**src/rtl/decode_hazard_scoreboard.sv**
```systemverilog
// Decode-stage register scoreboard: tracks destinations with writes in flight and
// raises hazard_stall for RAW/WAW conflicts or when the outstanding-write budget is used up.
module decode_hazard_scoreboard #(
  parameter int REG_ADDR_WIDTH = 5,
  parameter int NUM_REGS       = 32,
  parameter int MAX_INFLIGHT   = 4,
  parameter int CNT_W          = 3
) (
  input  logic                      clk,
  input  logic                      reset,
  input  logic                      dec_valid,
  input  logic [REG_ADDR_WIDTH-1:0] rs1,
  input  logic                      rs1_valid,
  input  logic [REG_ADDR_WIDTH-1:0] rs2,
  input  logic                      rs2_valid,
  input  logic [REG_ADDR_WIDTH-1:0] rd,
  input  logic                      rd_valid,
  input  logic                      system_stall,
  input  logic                      wb_valid,
  input  logic [REG_ADDR_WIDTH-1:0] wb_rd,
  input  logic                      flush,
  output logic                      hazard_stall,
  output logic                      issue,
  output logic [NUM_REGS-1:0]       pending,
  output logic [CNT_W-1:0]          inflight_cnt,
  output logic [15:0]               stall_cycles,
  output logic                      wb_err
);

  // Handshake: decode offers an instruction with dec_valid; it is taken in the same
  // cycle exactly when issue=1, otherwise decode holds all fields stable.

  logic [NUM_REGS-1:0] wb_clr;
  logic [NUM_REGS-1:0] rd_oh;
  logic [NUM_REGS-1:0] eff;
  logic [NUM_REGS-1:0] pending_nxt;
  logic [CNT_W-1:0]    cnt_after_wb;
  logic [CNT_W-1:0]    cnt_nxt;
  logic                rd_live;
  logic                src_haz;
  logic                waw_haz;
  logic                full;
  logic                set;
  logic                clr;
  logic                wb_bad;

  always_comb begin
    wb_clr = '0;
    if (wb_valid && wb_rd != '0) wb_clr[wb_rd] = 1'b1;
    rd_oh = '0;
    rd_oh[rd] = 1'b1;
  end

  assign eff     = pending & ~wb_clr;
  assign rd_live = rd_valid && (rd != '0);
  assign src_haz = (rs1_valid && rs1 != '0 && eff[rs1]) ||
                   (rs2_valid && rs2 != '0 && eff[rs2]);
  assign waw_haz = rd_live && eff[rd];

  // Only a writeback that really retires a pending register frees a slot; a stray
  // writeback must not let the count exceed MAX_INFLIGHT.
  assign clr          = |(wb_clr & pending);
  assign cnt_after_wb = inflight_cnt - CNT_W'(clr);
  assign full         = rd_live && (cnt_after_wb == CNT_W'(MAX_INFLIGHT));

  assign hazard_stall = dec_valid && !flush && (src_haz || waw_haz || full);
  assign issue        = dec_valid && !flush && !system_stall && !hazard_stall;

  assign set         = issue && rd_live;
  assign pending_nxt = eff | (set ? rd_oh : '0);
  assign cnt_nxt     = inflight_cnt + CNT_W'(set) - CNT_W'(clr);
  assign wb_bad      = !flush && wb_valid && wb_rd != '0 && !pending[wb_rd];

  always_ff @(posedge clk) begin
    if (reset) begin
      pending      <= '0;
      inflight_cnt <= '0;
      stall_cycles <= '0;
      wb_err       <= 1'b0;
    end else begin
      if (flush) begin
        pending      <= '0;
        inflight_cnt <= '0;
      end else begin
        pending      <= pending_nxt;
        inflight_cnt <= cnt_nxt;
      end
      if (hazard_stall && stall_cycles != 16'hFFFF) stall_cycles <= stall_cycles + 16'd1;
      if (wb_bad) wb_err <= 1'b1;
    end
  end

endmodule

```
**config.mk**
```make
export PLATFORM = sky130hd
export DESIGN_NAME = decode_hazard_scoreboard
export DESIGN_NICKNAME = d
export VERILOG_FILES = /design/src/rtl/decode_hazard_scoreboard.sv
export SDC_FILE = /design/constraint.sdc
export NUM_CORES = 1
export LEC_CHECK = 0
export BUFFER_PORTS_ARGS = -buffer_cell sky130_fd_sc_hd__buf_2
export CAP_MARGIN = 20
export CORE_ASPECT_RATIO = 0.6
export CORE_MARGIN = 5
export CORE_UTILIZATION = 50
export DETAILED_ROUTE_END_ITERATION = 10
export PLACE_DENSITY = 0.76
export SYNTH_ARGS = -nofsm -noshare
export SYNTH_HDL_FRONTEND = slang
export SYNTH_SLANG_ARGS = --single-unit
```
**constraint.sdc**
```tcl
create_clock -name clk -period 4.2 [get_ports clk]
set_input_delay 0.21 -clock clk [delete_from_list [all_inputs] [get_ports clk]]
set_output_delay 0.21 -clock clk [all_outputs]
set_load 0.005 [all_outputs]
```
==> results.txt <==
----------------------------------------------------
[GRT]
  Vias in the first global route ... 5051
  Antenna violations before repair ... 0
  Total Routing Usage GR ... 0.356
  Maximum number of pins on one net before global-route repair ... 30
  First-pass GRT wire length ... 30600 um
  Global route total overflow ... 0

[Synth]
  Post-synth EDFFs ... 0
  Post-synthesis sequential element count ... 52
  Warnings from Yosys ... 0
  Area of the mapped netlist ... 4420 sq um
  Number of nets produced by synthesis ... 583
  Number of different library cells in the post-synthesis netlist ... 72
  Cell types with the largest area share after synthesis ... sky130_fd_sc_hd__dfxtp_1 (24%), sky130_fd_sc_hd__mux4_2 (5.6%), sky130_fd_sc_hd__nand2_1 (3.6%)
  Post-synthesis cell type with the largest combined area ... sky130_fd_sc_hd__dfxtp_1
  Post-Synthesis Mean Instance Area ... 8.06 sq um
  Proportion of synthesized flip-flops having asynchronous set or reset ... 0
  Synth Flop Type ... sky130_fd_sc_hd__dfxtp_1
  Sequential fraction of the synthesis area ... 0.235
  Share of the synthesized area in the top cell type ... 0.235
  Instance count of the mapped netlist ... 549

[Timing]
  Setup repair after global routing missed its margin ... false
  Rel. slew slack ... 0.386
  Final worst path period share ... 0.966
  F_max ... 246 MHz
  Setup skew after layout ... 0.00718 ns
  Final Hold Fails ... 0
  Sum Neg Setup Slack ... 0 ns
  Final Setup Violations ... 0
  Final min period ... 4.06 ns
  Number of pins exceeding their max-slew limit in the final report ... 0
  Measured slew at the worst slew-check pin ... 0.918 ns

[Routing]
  Detailed-route wire length per cell ... 26.8 um
  Met3 routed WL ... 3810 um
  Number of iterations in the first detailed-routing pass ... 6
  Met2 Routed Length ... 7430 um
  Via density per instance ... 7.36
  Initial DRC count ... 938
  Antenna-violating nets left ... 0
  Detailed-route via count ... 5598
  Number of remaining DRC errors ... 0
  Highest routed metal layer ... met5
  Final WL ... 20400 um
  Wire length the detailed router placed on met1 ... 8190 um

[Place]
  GP Congestion ... 1.24
  Input/output buffers ... 82
  DP Wirelength ... 15300 um

[Min path]
  Worst hold path type ... input pin to flip-flop
  Hold Path Stages ... 2
  Hold wc startpoint ... reset
  Endpoint of the worst hold-timing path ... wb_err

[Die]
  Number of placed I/O pins ... 83
  DIE HEIGHT ... 82.9 um
  Die footprint ... 10900 sq um
  Row Count ... 26
  Area of the core ... 8560 sq um
  Effective utilization at floorplan ... 0.517
  Die span in x ... 131 um

[Power and ir drop]
  Maximum vdd ir drop ... 0.152 mV
  Leakage power ... 2.08 nW
  Post-route total power ... 0.00122 W
  Power per Cell Area ... 228 nW/um^2

[Critical path]
  Critical path, cell by cell ... mux2_2 -> nand2_1 -> a21oi_1 -> a221oi_1 -> buf_4 -> nand3_1 -> or4_4 -> ha_1 -> xor2_1 -> nand4_1 -> o2111a_1 -> nand3_2 -> ha_1 -> inv_1 -> ha_1 -> fa_1 -> xnor2_1 -> xnor2_1 -> nor2_1
  Worst path arrival time ... 4.22 ns
  Crit Reg-Reg Endpoint ... inflight_cnt[2]
  CP Max Fanout ... 2
  Family with the most delay on the worst path ... adder cells
  Required time of the worst setup path ... 4.36 ns
  Register-to-register setup slack ... 0.14 ns
  Start-to-end type of the worst setup path ... flip-flop to flip-flop
  Worst-path cell with the longest stage delay ... sky130_fd_sc_hd__or4_4
  Worst path buffer plus inverter count ... 2
  Startpoint type of the worst setup path ... flip-flop
  Maximum single-stage delay on the critical path ... 0.52 ns
  Kind of end point of the critical path ... flip-flop
  Cell depth of the worst flop-to-flop path ... 19
  Critical R2R Launch ... pending[3]
  Most common cell on crit path ... sky130_fd_sc_hd__ha_1

[Finish]
  Layout filler cell count ... 764
  Proportion of layout cells with a drive suffix above 1 ... 0.284
  Syn-to-layout area delta ... 21.3%
  Count of antenna diodes in the layout ... 0
  Final net count ... 682
  Final Util ... 0.627

[Clocking]
  Root Buffer Master ... sky130_fd_sc_hd__clkbuf_16
  Clock sink total ... 52
  Count of H-tree levels built during CTS ... 2
  Clock-pin slew on the worst setup and hold paths ... 0.07 ns
  Clock tree buffer depth ... 2
  Clk_lat worst skew ... 0.30 ns
  CTS tree ... done
  TritonCTS Buffers ... 5
  Postcts setup bufs ... 0

[Flow run]
  Reported max-cap violation count ... 0

[Outcome]
  Run status ... finished clean

----------------------------------------------------
[cell families after synthesis]
group           Yosys count  synth area share
simple gates            208             0.264
compound gates          172             0.287
buf+inv                  71            0.0721
flops                    52             0.235
mux                      32             0.107
xor+xnor                  9            0.0178
fa+ha+maj                 5            0.0158
[layer usage]
| metal | vias up | track usage |
|---|---|---|
| met3 | 93 | 0.181 |
| li1 | 2356 | - |
| met2 | 516 | 0.432 |
| met4 | 2 | 0.126 |
| met5 | - | 0.0509 |
| met1 | 2631 | 0.517 |
[state kept, by name, indices dropped and copies added (netlist names)]
signal	cells
stall_cycles	16
pending	32
inflight_cnt	3
wb_err	1
[synth_stat cells (all sizes together) (8+ instances only)]
master   number
nand2        42
mux2         14
mux4         11
dfxtp        52
o211ai       17
o2111ai       9
nor3         15
nand4        11
o311ai        8
o21ai        32
o22ai        24
clkbuf       25
nor2b        13
a21oi        15
o31ai        12
nor2         40
buf          24
inv          21
or4           9
a32oi        12
nand3        21
[cell type report]
cell class | instances | area [sq um] | area share
clock buffer | 7 | 153 | 0.0284
sequential | 52 | 1040 | 0.194
clock inverter | 1 | 30.0 | 0.00559
multi-input combinational | 426 | 3070 | 0.572
inverter | 22 | 82.6 | 0.0154
tap | 112 | 140 | 0.0261
timing repair buffer | 141 | 853 | 0.159
[stage by stage]
stage	hold WS, ns	setup WS [ns]	cells	cell area [sq um]
2_1_floorplan	0.400	0.0643	549	4430
3_3_place_gp	0.470	0.184	753	5180
3_5_place_dp	0.493	0.0324	753	5180
4_1_cts	0.341	0.116	761	5360
5_1_grt	0.356	0.0163	761	5370
6_report	0.349	0.142	761	5370
[report_power, final]
group / switching, W / leakage (nW) / internal [W]
logic: 0.000151 / 1.58 / 0.0000658
registers: 0.00000227 / 0.419 / 0.000494
clock network: 0.000193 / 0.0901 / 0.000314
[worst max-delay path by stage]
stage	slack, ns	cells past startpoint	to	start
floorplan	0.06	22	inflight_cnt[2]	wb_rd[0]
global placement	0.18	18	inflight_cnt[2]	wb_rd[2]
detailed placement	0.03	18	inflight_cnt[2]	wb_rd[2]
CTS	0.12	19	inflight_cnt[2]	pending[1]
global route	0.02	19	inflight_cnt[2]	pending[1]
finish	0.14	19	inflight_cnt[2]	pending[3]
[cell usage in the layout, fill, tap and decap left out, drive strengths merged, types with 6 or more instances in the layout]
master   synthesis  layout
nand3           21      21
a21oi           15      15
nor2b           13      13
nand2           42      42
o311ai           8       8
inv             21      21
nor2            40      40
nand2b           7       7
nand4           11      11
a32oi           12      12
dfxtp           52      52
o22ai           24      24
clkbuf          25       7
o2111ai          9       9
mux2i            7       7
nor3            15      15
and4             7       7
mux4            11      11
mux2            14      14
a31oi            6       6
o31ai           12      12
buf             24     141
o32ai            6       6
or2              6       6
xor2             6       6
o21ai           32      32
o211ai          17      17
or4              9       9
[what timing repair did]
item	CTS	global route
hold buffers	0	0
setup endpoints to repair	0	1
gates resized for setup	0	1
Power figures use the tool's default switching activity.
